### config.mk
export PLATFORM = sky130hd
export DESIGN_NAME = rv32i_hazard_ctrl
export DESIGN_NICKNAME = d
export VERILOG_FILES = /design/src/rtl/rv32i_pkg.sv /design/src/rtl/rv32i_scoreboard.sv /design/src/rtl/rv32i_hazard_ctrl.sv
export SDC_FILE = /design/constraint.sdc
export NUM_CORES = 1
export LEC_CHECK = 0
export CORE_ASPECT_RATIO = 2
export CORE_UTILIZATION = 71
export CTS_BUF_LIST = sky130_fd_sc_hd__clkbuf_4
export DETAILED_ROUTE_END_ITERATION = 6
export DONT_BUFFER_PORTS = 1
export PLACE_DENSITY = 0.87
export RECOVER_POWER = 50
export SKIP_LAST_GASP = 1
export SYNTH_ARGS = -nofsm -noshare
export SYNTH_HDL_FRONTEND = slang
export SYNTH_HIERARCHICAL = 1
export SYNTH_SLANG_ARGS = --single-unit
### constraint.sdc
create_clock -name clk -period 11.1 [get_ports clk]
set_clock_uncertainty 0.15 [all_clocks]
set_input_delay 3.33 -clock clk [delete_from_list [all_inputs] [get_ports clk]]
set_output_delay 3.33 -clock clk [all_outputs]
set_load 0.005 [all_outputs]
### src/rtl/rv32i_pkg.sv
// Shared types and opcode decode for the RV32I pipeline control logic.
package rv32i_pkg;

  localparam logic [6:0] OPC_OP     = 7'b0110011;
  localparam logic [6:0] OPC_OP_IMM = 7'b0010011;
  localparam logic [6:0] OPC_LOAD   = 7'b0000011;
  localparam logic [6:0] OPC_STORE  = 7'b0100011;
  localparam logic [6:0] OPC_BRANCH = 7'b1100011;
  localparam logic [6:0] OPC_JALR   = 7'b1100111;
  localparam logic [6:0] OPC_JAL    = 7'b1101111;
  localparam logic [6:0] OPC_LUI    = 7'b0110111;
  localparam logic [6:0] OPC_AUIPC  = 7'b0010111;

  typedef enum logic [1:0] {
    RUN   = 2'd0,
    DRAIN = 2'd1,
    HALT  = 2'd2
  } ctrl_state_t;

  typedef struct packed {
    logic       valid;
    logic [4:0] rd;
  } sb_entry_t;

  function automatic logic uses_rs1(input logic [6:0] opc);
    return (opc == OPC_OP) || (opc == OPC_STORE) || (opc == OPC_BRANCH) ||
           (opc == OPC_OP_IMM) || (opc == OPC_LOAD) || (opc == OPC_JALR);
  endfunction

  function automatic logic uses_rs2(input logic [6:0] opc);
    return (opc == OPC_OP) || (opc == OPC_STORE) || (opc == OPC_BRANCH);
  endfunction

  function automatic logic writes_rd(input logic [6:0] opc, input logic [4:0] rd);
    return (opc != OPC_STORE) && (opc != OPC_BRANCH) && (rd != 5'd0);
  endfunction

endpackage

### src/rtl/rv32i_scoreboard.sv
// Three-slot (EX/MEM/WB) destination-register scoreboard with source match.
module rv32i_scoreboard
  import rv32i_pkg::*;
#(
  parameter int WB_BYPASS = 0
) (
  input  logic       clk,
  input  logic       reset,
  input  logic       issue,
  input  logic [4:0] issue_rd,
  input  logic       id_valid,
  input  logic       use_rs1,
  input  logic       use_rs2,
  input  logic [4:0] rs1,
  input  logic [4:0] rs2,
  output logic       hazard,
  output logic       empty
);

  sb_entry_t slot_ex, slot_mem, slot_wb;

  always_ff @(posedge clk) begin
    if (!reset) begin
      slot_ex  <= '0;
      slot_mem <= '0;
      slot_wb  <= '0;
    end else begin
      slot_ex  <= issue ? sb_entry_t'{valid: 1'b1, rd: issue_rd} : '0;
      slot_mem <= slot_ex;
      slot_wb  <= slot_mem;
    end
  end

  // With a write-through register file the WB slot can never cause a hazard.
  function automatic logic src_hit(input logic [4:0] rs);
    logic hit;
    hit = (slot_ex.valid && slot_ex.rd == rs) || (slot_mem.valid && slot_mem.rd == rs);
    if (WB_BYPASS == 0)
      hit = hit || (slot_wb.valid && slot_wb.rd == rs);
    return hit && (rs != 5'd0);
  endfunction

  always_comb begin
    hazard = id_valid && ((use_rs1 && src_hit(rs1)) || (use_rs2 && src_hit(rs2)));
    empty  = !slot_ex.valid && !slot_mem.valid && !slot_wb.valid;
  end

endmodule

### src/rtl/rv32i_hazard_ctrl.sv
// Pipeline stall/flush/redirect control with drain-and-halt sequencing.
// state | meaning
// RUN   | normal issue, stalls only on RAW hazards
// DRAIN | halt requested, bubbling until the scoreboard and flush window empty
// HALT  | pipeline empty and held until resume
module rv32i_hazard_ctrl
  import rv32i_pkg::*;
#(
  parameter int WB_BYPASS    = 0,
  parameter int FLUSH_CYCLES = 2,
  parameter int CNT_W        = 32
) (
  input  logic             clk,
  input  logic             reset,
  input  logic             id_valid,
  input  logic [31:0]      id_iw,
  input  logic             ex_redirect,
  input  logic [31:0]      ex_target,
  input  logic             halt_req,
  input  logic             resume,
  output logic             if_stall,
  output logic             id_stall,
  output logic             id_bubble,
  output logic             if_flush,
  output logic             id_flush,
  output logic             pc_redirect,
  output logic [31:0]      pc_target,
  output logic             halted,
  output logic [CNT_W-1:0] stall_count,
  output logic [CNT_W-1:0] flush_count
);

  ctrl_state_t state;
  logic [1:0]  flush_cnt;
  logic        hazard, sb_empty, issue, stall, stall_inc;
  logic [6:0]  opc;
  logic [4:0]  rd, rs1, rs2;
  logic        unused_iw;

  assign opc       = id_iw[6:0];
  assign rd        = id_iw[11:7];
  assign rs1       = id_iw[19:15];
  assign rs2       = id_iw[24:20];
  assign unused_iw = ^{id_iw[31:25], id_iw[14:12], ex_target[1:0]};
  assign pc_target = {ex_target[31:2], 2'b00};

  rv32i_scoreboard #(.WB_BYPASS(WB_BYPASS)) u_sb (
    .clk      (clk),
    .reset    (reset),
    .issue    (issue),
    .issue_rd (rd),
    .id_valid (id_valid),
    .use_rs1  (uses_rs1(opc)),
    .use_rs2  (uses_rs2(opc)),
    .rs1      (rs1),
    .rs2      (rs2),
    .hazard   (hazard),
    .empty    (sb_empty)
  );

  always_comb begin
    pc_redirect = 1'b0;
    if_flush    = 1'b0;
    id_flush    = 1'b0;
    stall       = 1'b0;
    stall_inc   = 1'b0;
    if (ex_redirect) begin
      pc_redirect = 1'b1;
      if_flush    = 1'b1;
      id_flush    = 1'b1;
    end else if (flush_cnt != 2'd0) begin
      if_flush = 1'b1;
    end else if (state != RUN || hazard) begin
      stall     = 1'b1;
      stall_inc = hazard;
    end
  end

  assign if_stall  = stall;
  assign id_stall  = stall;
  assign id_bubble = stall;
  assign issue     = id_valid && !stall && !id_flush && writes_rd(opc, rd);

  always_ff @(posedge clk) begin
    if (!reset) begin
      state       <= RUN;
      halted      <= 1'b0;
      flush_cnt   <= 2'd0;
      stall_count <= '0;
      flush_count <= '0;
    end else begin
      if (ex_redirect)
        flush_cnt <= 2'(FLUSH_CYCLES - 1);
      else if (flush_cnt != 2'd0)
        flush_cnt <= flush_cnt - 2'd1;

      if (stall_inc && stall_count != '1)
        stall_count <= stall_count + CNT_W'(1);
      if (ex_redirect && flush_count != '1)
        flush_count <= flush_count + CNT_W'(1);

      case (state)
        RUN: begin
          if (halt_req) state <= DRAIN;
        end
        DRAIN: begin
          if (!halt_req) begin
            state <= RUN;
          end else if (sb_empty && flush_cnt == 2'd0 && !ex_redirect) begin
            state  <= HALT;
            halted <= 1'b1;
          end
        end
        HALT: begin
          if (resume) begin
            state  <= RUN;
            halted <= 1'b0;
          end
        end
        default: begin
          state  <= RUN;
          halted <= 1'b0;
        end
      endcase
    end
  end

endmodule

Word-level counts from Yosys, hierarchy flattened
Index checks and enable logic that the tools add are counted.
{ "op_classes": {"bitwise_logic": 2, "shifts": 0, "reduce_logical": 51, "eq_ne": 23, "magnitude_cmp": 0, "multipliers": 0, "n_addsub": 3, "n_mux": 21, "n_div": 0} }
{ "op_table": {"columns": ["operator", "n"], "rows": [
  ["$add 32x1->32 const B", 2],
  ["$ne 32x32->1 const B", 2],
  ["$eq 5x5->1", 6],
  ["$logic_and 1x1->1", 22],
  ["$reduce_bool 5->1", 3],
  ["$eq 7x6->1 const B", 2],
  ["$eq 7x7->1 const B", 2],
  ["$mux 1", 14],
  ["$logic_or 1x1->1", 11],
  ["$mux 2", 4],
  ["$ne 2x2->1 const B", 4],
  ["$eq 7x2->1 const B", 1],
  ["$eq 7x5->1 const B", 1],
  ["$ne 7x6->1 const B", 1],
  ["$ne 7x7->1 const B", 1],
  ["$logic_not 1->1", 6],
  ["$mux 6", 1],
  ["$pmux 2 s3", 1],
  ["$reduce_bool 2->1", 3],
  ["$logic_not 2->1", 2],
  ["$reduce_and 4->1", 1],
  ["$ne 3x3->1 const B", 1],
  ["$pmux 1 s3", 1],
  ["$reduce_and 3->1", 1],
  ["other kinds (6)", 7]
]} }
{ "totals": {"ram_bits": 0, "reg_bits": 87, "romBits": 0, "n_memories": 0, "latch_bits": 0, "word_cells": 112, "inputBits": 70} }

Depth between registers and ports, before layout
Gate-level depths: netlist of run 1.
{ "logic_depth": {"word_depth": 18, "depth_mapped": 11} }

Modules after synthesis
The synthesis of run 1 kept the hierarchy.
{ "by_module_without_submodules": {"columns": ["mod", "area_each_um2", "instances", "cells_each"], "rows": [
  ["rv32i_hazard_ctrl", 3788.6, 1, 462],
  ["rv32i_scoreboard", 860.8, 1, 87]
]} }

Least setup slack after synthesis of run 1
No wires, ideal clock.
{ "synth_path": {"kind": "in2out", "start": "in id_iw[1]", "end": "out id_stall", "path_stages": 8, "path_slack_ns": 2.725, "t_arrival_ns": 4.895, "path_cell_list": "nand2_1 or4b_2 a21oi_1 o211ai_1 o22ai_1 nor3_1 nor2_1 buf_4"} }
{ "synth_via": {"elab_chain_len": 13, "word_cells_on_any_way": 19, "classes_between": "6 x eq/ne; 3 x mux; 10 x reduce/logical"} }
{ "synth_lines": {"columns": ["item", "line_no", "rtl"], "rows": [
  ["start, declared", "rv32i_hazard_ctrl.sv:16", "input logic [31:0] id_iw,"],
  ["$eq 7x6->1", "rv32i_pkg.sv:26, rv32i_pkg.sv:31", null],
  ["$logic_or 1x1->1 (2 in a row)", "rv32i_pkg.sv:26, rv32i_pkg.sv:31", null],
  ["$logic_or 1x1->1", "rv32i_pkg.sv:26", "return (opc == OPC_OP) || (opc == OPC_STORE) || (opc == OPC_BRANCH) ||"],
  ["$logic_or 1x1->1 (2 in a row)", "rv32i_pkg.sv:27", "(opc == OPC_OP_IMM) || (opc == OPC_LOAD) || (opc == OPC_JALR);"],
  ["$logic_and 1x1->1", "rv32i_scoreboard.sv:44", "hazard = id_valid && ((use_rs1 && src_hit(rs1)) || (use_rs2 && src_hit(rs2)));"],
  ["$logic_or 1x1->1 (*)", "rv32i_scoreboard.sv:44", null],
  ["$logic_and 1x1->1 (*)", "rv32i_scoreboard.sv:44", null],
  ["via hazard", "rv32i_hazard_ctrl.sv:35", "logic hazard, sb_empty, issue, stall, stall_inc;"],
  ["$logic_or 1x1->1 (*)", "rv32i_hazard_ctrl.sv:73", "end else if (state != RUN || hazard) begin"],
  ["$mux 1 (*)", "rv32i_hazard_ctrl.sv:73", null],
  ["$mux 1 (*)", "rv32i_hazard_ctrl.sv:71", "end else if (flush_cnt != 2'd0) begin"],
  ["$mux 1 (*)", "rv32i_hazard_ctrl.sv:67", "if (ex_redirect) begin"],
  ["end, declared", "rv32i_hazard_ctrl.sv:22", "output logic id_stall,"]
]} }
Mark *: on every way through the listed nets, which the timed path passes. The rest lies on a longest branch.

Worst setup path in the final report of run 1
Ends and elaborated chain as after synthesis.

==> impl_results.md, run 1 <==
* Post-layout min period at 8510 ps
* Ports at 173
* Cts repair resizes at 0
* DR vias at 3931
* Num rows at 41
* CP Capture Type: output port
* Pwr Density at 113 mW/mm^2
* Worst-path clk slew at 120 ps
* Fin nets at 580
* Iteration-0 DRC count of the detailed router at 285
* Final setup viols at 0
* Core Footprint at 0.00631 mm^2
* Failing checks: capacitance limit, slew limit
* Initial Util at 73.7%
* Post-Synthesis Cell Area at 0.00465 mm^2
* DRC Markers at 0
* Max-slew headroom at -13.0%
* Kind of critical path: input port to output port
* RSZ-0062 raised after global routing: false
* Port bufs at 0
* Top Layer Used: met4
* Total of max-cap violations at 1
* Post-synth ARST share at 0%
* Die width at 59.2 um
* Measured slew at the worst slew-check pin at 1690 ps
* CTS HTree Levels at 3
* CTS Buffer Depth at 2
* Status: complete, but fails checks
* CTS Sinks at 87
* Drt pass-1 iters at 7
* WL met3 at 713 um
* CP Launch Type: input port
* Setup ws final at 2590 ps
* Fin util at 71.9%
* Max Freq at 118 MHz
* Syn Area/Cell at 8.47 um^2
* Worst skew pair latency at 440 ps
* # fillers at 527
* Commonest non-fill, non-tap cell in the layout: dfxtp_1
* DR WL/cell at 17.3 um
* Largest fanout on the critical path at 4
* Post-synth EDFFs at 0
* Area Growth Syn to Fin at -2.40%
* Post-CTS setup buffer count at 0
* Die Span Y at 116 um
* TritonCTS clock tree: yes
* VDD IR-drop max at 0.0000974 V
* Sequential fraction of the synthesis area at 37.5%
* Most frequent cells in the layout: dfxtp_1, a21oi_1, xor2_1, nand2_1, nand3_1
* Pleak at 1.49 nW
* Setup slack at placement at 2610 ps
* Min-Delay Path Class: register to register
* CTS Hold Bufs at 0
* GP Congestion at 0.878
* CTS Buf Count at 9
* Final TNS setup at 0 ps
* Largest net degree at the start of global routing at 54
* GRT Util Overall at 30.4%
* Final Hold Viols at 0
* Final Max Tran Viols at 54
* Routed length on met2 at 5510 um
* Worst Path Arrival at 5030 ps
* Routed Antenna Nets at 0
* Root buf cell: clkbuf_4
* Layout cell share with drive strength beyond 1 at 4.88%
* Met1 wire length at 3780 um
* Placed wire-length estimate at 7460 um
* Post-Syn Instances at 549
* Period utilization at 76.7%
* Post-DP Area at 0.00441 mm^2
* Top_reg_cell synth: dfxtp_1
* Routed wire length at 10300 um
* Antenna cell count at 0
* Crit path required time at 7620 ps
* Synth warn at 6
* Synthesized flop and latch total at 87
* Vias in the first global route at 3655
* First-pass GRT wire length at 16000 um
* Synth cell types at 56
* GRT overflow at 0
* Initial antenna violation count at 0
* Post-route cell area at 0.00454 mm^2
* Die area at 0.00690 mm^2
* Drt via density at 6.57
-- logic make-up (layout without fill, tap and decap cells) --
family                     count (synthesis)  in the layout  share of synthesized area [%]
AOI/OAI and AO/OA                        111            111                           14.8
xor gates and xnor gates                  43             43                           8.10
adders and majority gates                  3              3                          0.807
buffers and inverters                     70             32                           8.88
DFF                                       87             87                           37.5
muxes                                      6              6                           1.29
other                                      1              2                         0.0807
and+or+nand+nor                          228            228                           28.6
-- report_power, final --
| group | internal (mW) | leakage [nW] | switching [mW] | total (mW) |
|---|---|---|---|---|
| Combinational | 0.00888 | 0.708 | 0.0116 | 0.0205 |
| Clock | 0.0721 | 0.0780 | 0.103 | 0.175 |
| Sequential | 0.315 | 0.702 | 0.00313 | 0.318 |
-- per-stage QoR --
step                cells  total power [mW]  hold slack (ps)
global placement      582             0.345              342
finish                598             0.514              369
floorplan             550             0.353              321
CTS                   598             0.516              369
detailed placement    582             0.346              352
global route          598             0.535              386
-- state kept, by name, summed over array words and instances (netlist names) --
signal         flops
state              2
u_sb/slot_wb       6
flush_count       32
u_sb/slot_mem      6
u_sb/slot_ex       6
halted             1
stall_count       32
flush_cnt          2
-- cells in the mapped netlist, types with 9 or more instances --
| master | count | area share (%) |
|---|---|---|
| o31ai_1 | 17 | 2.7 |
| clkbuf_1 | 12 | 0.97 |
| xnor2_1 | 9 | 1.7 |
| nand2_1 | 32 | 2.6 |
| and2_1 | 19 | 2.6 |
| nand3_1 | 32 | 3.4 |
| or4_1 | 19 | 3.1 |
| xor2_1 | 34 | 6.4 |
| and3_1 | 13 | 1.7 |
| or3_1 | 19 | 2.6 |
| nor3_1 | 13 | 1.4 |
| a21oi_1 | 42 | 4.5 |
| nand4_1 | 19 | 2.6 |
| inv_1 | 14 | 1.1 |
| dfxtp_1 | 87 | 37 |
| nor2_1 | 23 | 1.9 |
| o21ai_0 | 26 | 2.8 |
| buf_4 | 36 | 5.8 |
| nor4_1 | 12 | 1.6 |
-- final cells by class --
type | count | area [um^2] | share of cell area, %
Multi-Input combinational cell | 393 | 2490 | 54.9
Sequential cell | 87 | 1740 | 38.4
Tap cell | 86 | 108 | 2.37
Timing Repair Buffer | 1 | 7.51 | 0.165
Inverter | 15 | 56.3 | 1.24
Clock buffer | 11 | 82.6 | 1.82
Clock inverter | 5 | 48.8 | 1.08
-- worst paths after layout --
check                    end  cells past startpoint  slack [ps]        startpoint
min          u_sb/slot_wb[3]                      1         370  u_sb/slot_mem[3]
min reg2reg  u_sb/slot_wb[3]                      1         370  u_sb/slot_mem[3]
max                 id_stall                      7        2590          id_iw[1]
max reg2reg  stall_count[20]                     10        7670   u_sb/slot_wb[3]
-- worst max-delay path, stage by stage --
cell	delay (ps)
nand2_1	40
or4b_2	650
a21oi_1	160
o211ai_1	110
o22ai_1	360
nor3_1	90
nor2_1	290
-- metal layers --
layer	track usage, %	up-vias
li1	-	1897
met1	30.3	1860
met2	53.6	142
met3	9.97	32
met4	17.0	0
met5	0	-
(Power assumes the default switching activity.)
==> run 2: changes to the inputs <==
--- a/config.mk
+++ b/config.mk
@@ -6,11 +6,11 @@
 export NUM_CORES = 1
 export LEC_CHECK = 0
 export CORE_ASPECT_RATIO = 2
-export CORE_UTILIZATION = 71
+export CORE_UTILIZATION = 66
 export CTS_BUF_LIST = sky130_fd_sc_hd__clkbuf_4
 export DETAILED_ROUTE_END_ITERATION = 6
 export DONT_BUFFER_PORTS = 1
-export PLACE_DENSITY = 0.87
+export PLACE_DENSITY = 0.82
 export RECOVER_POWER = 50
 export SKIP_LAST_GASP = 1
 export SYNTH_ARGS = -nofsm -noshare
==> constraint.sdc (replaced) <==
create_clock -name clk -period 8.1 [get_ports clk]
set_clock_uncertainty 0.15 [all_clocks]
set_input_delay 2.43 -clock clk [delete_from_list [all_inputs] [get_ports clk]]
set_output_delay 2.43 -clock clk [all_outputs]
set_load 0.005 [all_outputs]
==> run 2 against run 1 <==
Against the previous run: the flow still finishes with violations (capacitance limit, slew limit); global-route usage down 1.4 points; largest cell class unchanged; register-to-register slack worse by 2900 ps; worst hold slack worse by 5.5 ps; sequential cell count unchanged; combinational power up 37%; non-clock buffer count unchanged; utilization down 6.3 points; design area down 0.39%; largest power group unchanged; via count down 1.1%; setup slack worse by 1200 ps; total power up 31%; sequential power up 37%.
==> impl_results.md, run 2 (same netlist as run 1, synthesis figures left out) <==
* Status: complete, but fails checks
* Failing checks: capacitance limit, slew limit
* Min-Delay Path Class: register to register
* Final Hold Viols at 0 (unchanged)
* CTS HTree Levels at 3 (unchanged)
* Worst Path Arrival at 4100 ps (-930 ps)
* Layout cell share with drive strength beyond 1 at 4.70% (-0.19 points)
* Flop2flop setup slack at 4750 ps (-2920 ps)
* Measured slew at the worst slew-check pin at 1710 ps (+17.8 ps)
* Die Span Y at 121 um (+3.7%)
* Ports at 173 (unchanged)
* Reg2Reg Capture Point: stall_count[20]
* Psw at 0.154 mW (+30%)
* Post-CTS setup buffer count at 0 (unchanged)
* Root buf cell: clkbuf_4
* Crit path depth at 7 (unchanged)
* DRC Markers at 0 (unchanged)
* Worst skew pair latency at 430 ps (about the same)
* FF-to-FF path depth at 10 (unchanged)
* Crit path required time at 5520 ps (-2100 ps)
* Drt via density at 6.46 (-1.8%)
* Pwr Density at 149 mW/mm^2 (+31%)
* Max-slew headroom at -14.2% (-1.2 points)
* CP Capture Type: output port
* Vias in the first global route at 3730 (+2.1%)
* DR WL/cell at 17.3 um (about the same)
* Clock Power Share at 30.9% (-3.2 points)
* CTS Sinks at 87 (unchanged)
* Final setup viols at 0 (unchanged)
* Worst-path clk slew at 130 ps (about the same)
* Crit Reg-Reg Startpoint: u_sb/slot_wb[3]
* CTS Buffer Depth at 2 (unchanged)
* Fin nets at 580 (unchanged)
* Critical path buffers and inverters at 0 (unchanged)
* Cts repair resizes at 0 (unchanged)
* Kind of critical path: input port to output port
* Iteration-0 DRC count of the detailed router at 194 (-32%)
* Routed Antenna Nets at 0 (unchanged)
* Cell family with most CP delay: simple AND/OR/NAND/NOR gates
* Commonest non-fill, non-tap cell in the layout: dfxtp_1
* Routed wire length at 10400 um (+0.59%)
* Slowest cell delay on critical path at 650 ps (about the same)
* Worst setup path start: id_iw[1]
* Num rows at 43 (+4.9%)
* DR vias at 3887 (-1.1%)
* VDD IR-drop max at 0.000106 V (+8.3%)
* GRT Util Overall at 29.0% (-1.4 points)
* Worst setup endpoint: if_stall
* GP Congestion at 0.810 (-7.7%)
* Period utilization at 82.4%
* RSZ-0062 raised after global routing: false
* Post-layout min period at 6680 ps
* Part of the power in combinational logic at 4.2% (+0.2 points)
* GRT overflow at 0 (unchanged)
* TritonCTS clock tree: yes
* Largest fanout on the critical path at 4 (unchanged)
* Largest regs: flush_count (32), stall_count (32)
* CTS Hold Bufs at 0 (unchanged)
* Final Max Tran Viols at 54 (unchanged)
* Fin util at 65.6% (-6.3 points)
* Cell Chain, Critical Path: nand2_1 > or4b_2 > a21oi_1 > o211ai_1 > o22ai_1 > nor3_1 > nor2_1
* Crit path max-delay cell type: or4b_2
* Most frequent cells in the layout: dfxtp_1, a21oi_1, xor2_1, nand2_1, nand3_1
* Largest net degree at the start of global routing at 54 (unchanged)
* Hold Startpoint: u_sb/slot_ex[4]
* Initial antenna violation count at 1 (+1)
* Initial Util at 67.5% (-6.2 points)
* Area Growth Syn to Fin at -2.77%
* Total of max-cap violations at 1 (unchanged)
* Die width at 61.4 um (+3.6%)
* Placed wire-length estimate at 7610 um (+1.9%)
* Worst Hold Slack at 363 ps (-5.47 ps)
* Port bufs at 0 (unchanged)
* Sw frac at 22.9% (-0.077 points)
* Drt pass-1 iters at 4 (-3)
* Die area at 0.00740 mm^2 (+7.4%)
* CP Launch Type: input port
* Pint at 0.518 mW (+31%)
* Final TNS setup at 0 ps (unchanged)
* Pleak at 1.47 nW (-0.99%)
* First-pass GRT wire length at 16500 um (+2.8%)
* Max Freq at 150 MHz
* Part of the power in registers at 64.9% (+3.0 points)
* Core Footprint at 0.00689 mm^2 (+9.1%)
* CTS Buf Count at 9 (unchanged)
-- run 2: cell types whose count changed in the layout (fill, tap and decap cells not counted), sizes merged --
cell	before	now
bufinv	1	0
clkinv	4	2
diode	0	1
clkbuf	11	13
-- run 2: area by class of cell --
type                    instances  area [um^2]
diodes                          1         2.50
clock buffers                  13         97.6
clock inverters                 2         8.76
fillers                       627         2370
inverters                      15         56.3
multi-input cells             393         2490
flip-flops and latches         87         1740
well taps                      90          113
repair buffers                  1         7.51
-- run 2: per-layer routing --
metal	vias up	global-route usage [%]	routed length [um]
li1	1890	-	-
met1	1857	28.8	3710
met2	113	50.9	5640
met3	27	10.6	783
met4	0	13.6	258
met5	-	0	0
-- run 2: worst min-delay path by stage --
stage	to	slack, ps	cells past startpoint
after floorplan	stall_count[27]	320	2
final	u_sb/slot_mem[4]	360	1
after CTS	u_sb/slot_mem[4]	370	1
after detailed placement	flush_cnt[1]	360	2
after global placement	stall_count[17]	340	2
after global routing	u_sb/slot_wb[1]	380	1
-- run 2: power by group through the flow --
| stage | combinational, mW | clock (mW) | sequential (mW) |
|---|---|---|---|
| CTS | 0.0283 | 0.215 | 0.436 |
| global placement | 0.0271 | 0 | 0.445 |
| detailed placement | 0.0281 | 0 | 0.446 |
| floorplan | 0.0396 | 0 | 0.445 |
| finish | 0.0280 | 0.208 | 0.436 |
| global route | 0.0317 | 0.232 | 0.437 |
-- run 2: stage by stage --
stage          worst slack (ps)  power [mW]  instances  area (um^2)
2_1_floorplan              1530       0.484        550         4650
3_3_place_gp               1420       0.473        586         4420
3_5_place_dp               1400       0.474        586         4420
4_1_cts                    1400       0.679        601         4520
5_1_grt                    1280       0.701        602         4520
6_report                   1420       0.672        602         4520
-- run 2: worst reg2reg max path: stages, from the launching register on --
cell	delay [ps]
dfxtp_1	350
xor2_1	160
nor4_1	320
nand3_1	110
and3_1	190
o22ai_1	330
nand4b_1	290
nor4_2	600
o211ai_1	270
or3_1	360
a21oi_1	150
==> run 3: changes to the inputs <==
--- a/config.mk
+++ b/config.mk
@@ -6,11 +6,11 @@
 export NUM_CORES = 1
 export LEC_CHECK = 0
 export CORE_ASPECT_RATIO = 2
-export CORE_UTILIZATION = 66
+export CORE_UTILIZATION = 60
 export CTS_BUF_LIST = sky130_fd_sc_hd__clkbuf_4
 export DETAILED_ROUTE_END_ITERATION = 6
 export DONT_BUFFER_PORTS = 1
-export PLACE_DENSITY = 0.82
+export PLACE_DENSITY = 0.79
 export RECOVER_POWER = 50
 export SKIP_LAST_GASP = 1
 export SYNTH_ARGS = -nofsm -noshare
==> constraint.sdc (replaced) <==
create_clock -name clk -period 5.85 [get_ports clk]
set_clock_uncertainty 0.15 [all_clocks]
set_input_delay 1.755 -clock clk [delete_from_list [all_inputs] [get_ports clk]]
set_output_delay 1.755 -clock clk [all_outputs]
set_load 0.005 [all_outputs]
==> run 3 against run 2 <==
Against the previous run: register-to-register slack got worse by 2400 ps; largest cell class unchanged; the flow still finishes with violations (capacitance limit, slew limit); via count increased by 2.6%; die area increased by 9.7%; clock power increased by 81%; total power increased by 52%.
==> impl_results.md, run 3 (same netlist as run 1, synthesis figures left out) <==
* Status: complete, but fails checks
* Failing checks: capacitance limit, slew limit
* Routed wire length at 10800 um (+3.9%)
* Post-Place Cells at 591 (+0.85%)
* Post-route cell area at 0.00457 mm^2 (+1.1%)
* Final setup viols at 0 (unchanged)
* Initial Util at 61.6% (-5.9 points)
* Placed wire-length estimate at 7790 um (+2.4%)
* Cell Chain, Critical Path: nand2_1 > or4b_2 > a21oi_1 > o211ai_1 > o22ai_1 > nor3_1 > nor2_1
* DRC Markers at 0 (unchanged)
* Pleak at 1.48 nW (+0.29%)
* Die Span Y at 126 um (+4.8%)
* Routed Antenna Nets at 0 (unchanged)
* CP Launch Type: input port
* Iteration-0 DRC count of the detailed router at 212 (+9.3%)
* Vias in the first global route at 3973 (+6.5%)
* Layout cell share with drive strength beyond 1 at 4.28% (-0.42 points)
* Measured slew at the worst slew-check pin at 1650 ps (-58.6 ps)
* Root buf cell: clkbuf_4
* Pwr Density at 223 mW/mm^2 (+50%)
* Drt via density at 6.55 (+1.4%)
* Initial antenna violation count at 1 (unchanged)
* Post-DP Area at 0.00443 mm^2 (+0.28%)
* VDD IR-drop max at 0.000161 V (+53%)
* First-pass GRT wire length at 17500 um (+6.3%)
* DR WL/cell at 17.7 um (+2.7%)
* Max-slew headroom at -10.1% (+4.0 points)
* Final Max Tran Viols at 54 (unchanged)
* Largest fanout on the critical path at 4 (unchanged)
* TritonCTS clock tree: yes
* Die width at 64.2 um (+4.7%)
* Port bufs at 0 (unchanged)
* Num rows at 45 (+4.7%)
* CTS Hold Bufs at 0 (unchanged)
* Period utilization at 91.3%
* Slowest cell delay on critical path at 640 ps (about the same)
* Cts repair resizes at 0 (unchanged)
* Fin cells at 609 (+1.2%)
* Die area at 0.00813 mm^2 (+9.7%)
* Kind of critical path: input port to output port
* Crit path max-delay cell type: or4b_2
* Setup ws final at 508 ps (-914 ps)
* Crit path required time at 3940 ps (-1580 ps)
* Largest regs: flush_count (32), stall_count (32)
* Commonest non-fill, non-tap cell in the layout: dfxtp_1
* CTS Buf Count at 9 (unchanged)
* GP Congestion at 0.897 (+11%)
* Core Footprint at 0.00754 mm^2 (+9.6%)
* Worst-path clk slew at 130 ps (about the same)
* Max Freq at 187 MHz
* Total of max-cap violations at 1 (unchanged)
* Final TNS setup at 0 ps (unchanged)
* CP Capture Type: output port
* CTS Sinks at 87 (unchanged)
* Area Growth Syn to Fin at -1.72%
* Ports at 173 (unchanged)
* Worst skew pair latency at 460 ps (+30 ps)
* CTS HTree Levels at 3 (unchanged)
* Total Power at 1.02 mW (+52%)
* DR vias at 3989 (+2.6%)
* Post-layout min period at 5340 ps
* Most frequent cells in the layout: dfxtp_1, a21oi_1, xor2_1, nand2_1, nand3_1
* GRT Util Overall at 27.3% (-1.7 points)
* GRT overflow at 0 (unchanged)
* RSZ-0062 raised after global routing: false
* Min-Delay Path Class: register to register
* Final Hold Viols at 0 (unchanged)
* Worst Path Arrival at 3440 ps (-660 ps)
* Largest net degree at the start of global routing at 54 (unchanged)
* CTS Buffer Depth at 2 (unchanged)
* Setup slack at placement at 499 ps (-903 ps)
* Fin nets at 582 (+0.34%)
* Drt pass-1 iters at 5 (+1)
* Post-CTS setup buffer count at 0 (unchanged)
==> run 3: changes by cell type in the layout (fill, tap and decap cells not counted), moves of 2 or more <==
cell	delta
and2_0	+3
and2_1	-3
clkinv_1	+3
bufinv_16	+2
clkbuf_4	-2
==> run 3: final cells by class <==
type / count / area, um^2
antenna: 1 / 2.50
clock buffer: 10 / 75.1
clock inverter: 6 / 75.1
fill: 698 / 2980
inverter: 15 / 56.3
multi-input combinational: 393 / 2480
sequential: 87 / 1740
tap: 94 / 118
timing repair buffer: 3 / 22.5
==> run 3: metrics by stage <==
step                      hold slack (ps)  util, %
after detailed placement              352     58.7
final                                 369     60.6
after global routing                  393     60.6
after floorplan                       321        -
after CTS                             370     60.7
after global placement                337     58.7
==> run 3: per-layer routing <==
layer	track usage, %	part of all wire, %	vias to the layer above
li1	-	-	1897
met1	25.4	36	1913
met2	50.7	54	145
met3	9.26	7.5	34
met4	14.1	2.8	0
met5	0	0	-
==> run 3: final timing paths <==
| path | startpoint | endpoint | slack [ps] | cells after the start |
|---|---|---|---|---|
| worst max-delay path | id_iw[1] | id_stall | 510 | 7 |
| worst min-delay path | stall_count[27] | stall_count[27] | 370 | 2 |
| worst max register to register | u_sb/slot_wb[2] | stall_count[17] | 2340 | 11 |
| worst min register to register | stall_count[27] | stall_count[27] | 370 | 2 |
==> run 3: worst max-delay path, delay by kind of cell <==
kind	cells	cell delay, ps
AO/OA/AOI/OAI	3	610
AND/OR/NAND/NOR	4	1070
==> run 3: power breakdown <==
group / switching, mW / leakage, nW / internal (mW)
Combinational: 0.0220 / 0.695 / 0.0168
Sequential: 0.00599 / 0.702 / 0.598
Clock: 0.204 / 0.0806 / 0.173
Total: 0.232 / 1.48 / 0.788
==> patch 1 (flow settings as in run 3) <==
Re-encode `ctrl_state_t` (3 states) as one-hot, 3 bits wide.
--- a/src/rtl/rv32i_pkg.sv
+++ b/src/rtl/rv32i_pkg.sv
@@ -11,10 +11,10 @@
   localparam logic [6:0] OPC_LUI    = 7'b0110111;
   localparam logic [6:0] OPC_AUIPC  = 7'b0010111;
 
-  typedef enum logic [1:0] {
-    RUN   = 2'd0,
-    DRAIN = 2'd1,
-    HALT  = 2'd2
+  typedef enum logic [2:0] {
+    RUN   = 3'b001,
+    DRAIN = 3'b010,
+    HALT  = 3'b100
   } ctrl_state_t;
 
   typedef struct packed {
Behaviour: same outputs for any inputs over 10 cycles, from zero or initial values and one cycle with reset low; not proved beyond that.
==> patch 1 against run 3 <==
  * The flow still finishes with violations (max-capacitance violations, max-slew violations)
  * Critical path type unchanged
  * Area after synthesis up 4.9%
  * Sequential cell count is 1 higher
  * Global-route usage increased by 1.6 points
  * Worst setup slack better by 40 ps
  * Routed wire length increased by 11%
  * Power rose by 1.9%
  * Cell area up 4.8%
  * Maximum frequency increased by 0.75%
  * Register-to-register slack got worse by 570 ps
==> patch 1: results (changes against run 3) <==
----------------------------------------------------
[CTS]
  TritonCTS buffer count ... 9 (unchanged)
  CTS clock-pin slew for the worst setup and hold paths ... 110 ps (was 130 ps)
  Root buffer selected by CTS ... sky130_fd_sc_hd__clkbuf_4 (unchanged)

[Timing]
  Final slew viol count ... 81 (was 54)
  Fin Hold WS ... 367 ps (was 369 ps)
  Tightest slew margin relative to the limit ... -66.1% (was -10.1%)

[Global routing]
  Grt met2 use ... 51.0% (was 50.7%)
  Met1 layer usage reported by global route ... 29.4% (was 25.4%)
  Total routing usage reported by global routing ... 28.9% (was 27.3%)
  Antenna violations before repair ... 0 (was 1)
  Largest net degree at the start of global routing ... 56 (was 54)
  Grt met3 use ... 9.60% (was 9.26%)
  Vias in the first global route ... 4076 (was 3973)

[Worst hold path]
  Hold path depth ... 1 (was 2)
  Hold path start ... u_sb/slot_ex[5] (was stall_count[27])
  Hold-critical path endpoint ... u_sb/slot_mem[5] (was stall_count[27])

[Critical path]
  Arrival time worst endpoint ... 3400 ps (was 3440 ps)
  Register-to-Register Path Depth ... 6 (was 11)
  Critical Path Max Stage Delay ... 650 ps
  Setup slack of the worst register-to-register path ... 1770 ps (was 2340 ps)
  Reg-to-reg endpoint ... flush_count[31] (was stall_count[17])
  Critical R2R Launch ... flush_count[0] (was u_sb/slot_wb[2])

[Final layout]
  Share of cells above drive strength 1 ... 6.09% (was 4.28%)
  Final net count ... 611 (was 582)
  Top flop regs ... flush_count (32), stall_count (32) (unchanged)
  Number of standard cells in the layout, taps in and fillers out ... 638 (was 609)

[Yosys]
  Post-synthesis async set-or-reset flop share ... 0% (unchanged)
  Top area cells in the synthesized netlist ... sky130_fd_sc_hd__dfxtp_1 36%, sky130_fd_sc_hd__buf_4 5.7%, sky130_fd_sc_hd__xor2_1 5.4% (was sky130_fd_sc_hd__dfxtp_1 37%, sky130_fd_sc_hd__xor2_1 6.4%, sky130_fd_sc_hd__buf_4 5.8%)
  Most numerous cell types in the synthesized netlist ... 88 x sky130_fd_sc_hd__dfxtp_1, 38 x sky130_fd_sc_hd__nor2_1, 37 x sky130_fd_sc_hd__buf_4 (was 87 x sky130_fd_sc_hd__dfxtp_1, 42 x sky130_fd_sc_hd__a21oi_1, 36 x sky130_fd_sc_hd__buf_4)
  Fraction of the yosys area taken by sequential cells ... 36.1% (was 37.5%)

[Status]
  Result of the run ... finished with violations (unchanged)
  Violations in the final reports ... max-capacitance violations, max-slew violations (unchanged)

[Placed design]
  Placed cell areas ... 4650 sq um (was 4430 sq um)
  Detailed placement HPWL ... 8.60 mm (was 7.79 mm)
  GP Congestion ... 0.882 (was 0.897)

[Power]
  Worst VDD drop ... 0.102 mV (was 0.161 mV)
  Pleak ... 1.57 nW (was 1.48 nW)

[Detailed routing]
  Routed Wire Length ... 12.0 mm (was 10.8 mm)
  Via count normalized by instance count ... 6.69 (was 6.55)
  Detailed router's first-iteration violation count ... 320 (was 212)

[Job]
  Maxcap violations ... 2 (was 1)

----------------------------------------------------
[patch 1: changes by cell type after synthesis, moves of 6 or more]
cell	before	now
sky130_fd_sc_hd__nor2_1	23	38
sky130_fd_sc_hd__xnor2_1	9	22
sky130_fd_sc_hd__o21ai_0	26	14
sky130_fd_sc_hd__o21ai_1	1	13
sky130_fd_sc_hd__nand4_1	19	27
sky130_fd_sc_hd__o21a_1	3	10
sky130_fd_sc_hd__a21oi_1	42	36
sky130_fd_sc_hd__nand4_2	0	6
sky130_fd_sc_hd__nor4_1	12	18
[patch 1: stage by stage]
stage          setup slack [ps]  total power, mW  utilization [%]
2_1_floorplan               700            0.686                -
3_3_place_gp                566            0.671             59.0
3_5_place_dp                557            0.674             59.0
4_1_cts                     550             1.05             60.9
5_1_grt                     224             1.08             60.8
6_report                    547             1.04             60.8
[patch 1: per-layer routing]
metal | wire, um | vias to the layer above
met3 | 870 | 34
met5 | 0 | -
li1 | - | 2015
met4 | 310 | 0
met1 | 4290 | 2044
met2 | 6520 | 175
[patch 1: worst max path at each step]
stage | slack [ps] | to
after floorplan | 700 | id_stall
after global placement | 570 | id_bubble
after detailed placement | 560 | id_bubble
after CTS | 550 | id_bubble
after global routing | 220 | id_bubble
final | 550 | id_bubble
[patch 1: power by group]
group	internal, mW	switching [mW]	leakage [nW]
registers	0.606	0.00848	0.711
logic	0.0197	0.0279	0.768
clock network	0.180	0.198	0.0867
total	0.805	0.234	1.57
[patch 1: final cells by class]
| type | count | area, sq um |
|---|---|---|
| Timing Repair Buffer | 2 | 15.0 |
| Clock buffer | 11 | 82.6 |
| Fill cell | 670 | 3090 |
| Inverter | 14 | 52.6 |
| Multi-Input combinational cell | 423 | 2690 |
| Sequential cell | 88 | 1760 |
| Clock inverter | 4 | 70.1 |
| Tap cell | 96 | 120 |
[patch 1: cells by family after synthesis]
group | Yosys count | share of synthesized area, %
other | 1 | 0.0769
XOR/XNOR | 52 | 9.34
AND/OR/NAND/NOR | 252 | 30.2
adder cells (fa/ha/maj) | 3 | 0.770
AO/OA/AOI/OAI | 113 | 14.7
multiplexers | 1 | 0.205
flip-flops | 88 | 36.1
buffers and inverters | 66 | 8.57
[patch 1: worst max-delay path: cells and delay by family]
family / cells / cell delay (ps)
simple gates: 4 / 1080
compound gates: 3 / 570
==> patch 2 (settings of run 3) <==
Without the edit above. `WB_BYPASS` is set to 0 in 2 places; all go to 1.
--- a/src/rtl/rv32i_scoreboard.sv
+++ b/src/rtl/rv32i_scoreboard.sv
@@ -2,7 +2,7 @@
 module rv32i_scoreboard
   import rv32i_pkg::*;
 #(
-  parameter int WB_BYPASS = 0
+  parameter int WB_BYPASS = 1
 ) (
   input  logic       clk,
   input  logic       reset,
--- a/src/rtl/rv32i_hazard_ctrl.sv
+++ b/src/rtl/rv32i_hazard_ctrl.sv
@@ -6,7 +6,7 @@
 module rv32i_hazard_ctrl
   import rv32i_pkg::*;
 #(
-  parameter int WB_BYPASS    = 0,
+  parameter int WB_BYPASS    = 1,
   parameter int FLUSH_CYCLES = 2,
   parameter int CNT_W        = 32
 ) (
Formal check against the unedited RTL: not equivalent (a bounded check fails within 4 cycles, from zero or initial values and one cycle with reset low).
==> patch 2 against run 3 <==
  * The flow still finishes with violations (max-capacitance violations, max-slew violations)
  * Sequential cell count shrank 5
  * Cell area is 7.2% lower
  * Area after synthesis decreased by 5.2%
  * Final cell count shrank 5.4%
  * Power is 14% lower
  * Routed wire length decreased by 6.5%
  * Worst setup slack better by 6.4 ps
  * Critical endpoint is now id_bubble
  * Largest power group unchanged
==> patch 2: results (changes against run 3) <==
----------------------------------------------------
[Job]
  Maxcap violations ... 1 (unchanged)

[Global routing]
  Total routing usage reported by global routing ... 26.6% (was 27.3%)
  Grt met3 use ... 7.20% (was 9.26%)
  Met1 layer usage reported by global route ... 23.6% (was 25.4%)
  Antenna violations before repair ... 0 (was 1)
  Vias in the first global route ... 3640 (was 3973)
  Grt met2 use ... 51.5% (was 50.7%)
  Wire length of the first global-routing pass ... 16.3 mm (was 17.5 mm)

[Placed design]
  Placed cell areas ... 4170 sq um (was 4430 sq um)
  Detailed placement HPWL ... 7.30 mm (was 7.79 mm)
  GP Congestion ... 0.814 (was 0.897)

[Detailed routing]
  Routed length on met1 ... 3.64 mm (was 3.86 mm)
  Met2 Wirelength ... 5.65 mm (was 5.83 mm)
  Post-detailed-route wirelength per cell ... 17.5 um (was 17.7 um)
  Met3 wire len ... 570 um (was 809 um)
  Detailed router's first-iteration violation count ... 265 (was 212)

[Timing]
  Final slew viol count ... 54 (unchanged)
  Worst setup slack after layout ... 514 ps (was 508 ps)

[Yosys]
  Most numerous cell types in the synthesized netlist ... 82 x sky130_fd_sc_hd__dfxtp_1, 42 x sky130_fd_sc_hd__a21oi_1, 36 x sky130_fd_sc_hd__buf_4 (was 87 x sky130_fd_sc_hd__dfxtp_1, 42 x sky130_fd_sc_hd__a21oi_1, 36 x sky130_fd_sc_hd__buf_4)
  Fraction of the yosys area taken by sequential cells ... 37.3% (was 37.5%)
  Number of distinct library cells after synthesis ... 57 (was 56)

[Critical path]
  Setup slack of the worst register-to-register path ... 2500 ps (was 2340 ps)

[Status]
  Result of the run ... finished with violations (unchanged)
  Violations in the final reports ... max-capacitance violations, max-slew violations (unchanged)

[CTS]
  Later-pin clock latency in the skew report ... 410 ps (was 460 ps)
  CTS clock-pin slew for the worst setup and hold paths ... 110 ps (was 130 ps)

[Final layout]
  Number of antenna diodes ... 0 (was 1)
  Design area ... 4240 sq um (was 4570 sq um)

[Power]
  Pleak ... 1.33 nW (was 1.48 nW)

----------------------------------------------------
patch 2: changes by cell type after synthesis, sizes merged:
cell / delta
and3: -2
a32oi: +2
nor4: -2
dfxtp: -5
and2: -3
nand3: -6
xnor2: -2
xor2: -8
patch 2: worst paths after layout:
kind | from | endpoint | cells past startpoint
min | u_sb/slot_ex[5] | u_sb/slot_mem[5] | 1
max | id_iw[1] | id_bubble | 7
min reg2reg | u_sb/slot_ex[5] | u_sb/slot_mem[5] | 1
max reg2reg | u_sb/slot_mem[3] | stall_count[20] | 9
patch 2: per-stage QoR:
step                      instances  hold WS, ps
after floorplan                 524          310
after CTS                       576          362
after global placement          560          342
final                           576          363
after global routing            576          378
after detailed placement        560          347
patch 2: final cells by class:
cell class / count / share of cell area [%]
multi-input combinational: 372 / 54.7
sequential: 82 / 38.7
tap: 90 / 2.65
clock buffer: 11 / 1.95
inverter: 15 / 1.33
clock inverter: 5 / 0.501
timing repair buffer: 1 / 0.177
patch 2: report_power, final:
| part | leakage, nW | total, mW | switching [mW] | internal (mW) |
|---|---|---|---|---|
| logic | 0.606 | 0.0352 | 0.0205 | 0.0147 |
| registers | 0.662 | 0.569 | 0.00543 | 0.564 |
| clock network | 0.0631 | 0.273 | 0.181 | 0.0919 |
| total | 1.33 | 0.877 | 0.207 | 0.670 |
patch 2: cells by family after synthesis:
logic type / after synthesis / synth area share [%]
AO/OA/AOI/OAI: 113 / 16.0
XOR/XNOR: 33 / 6.56
adder cells (fa/ha/maj): 3 / 0.852
buffers and inverters: 70 / 9.37
flip-flops: 82 / 37.3
multiplexers: 6 / 1.36
other: 1 / 0.0851
AND/OR/NAND/NOR: 215 / 28.5
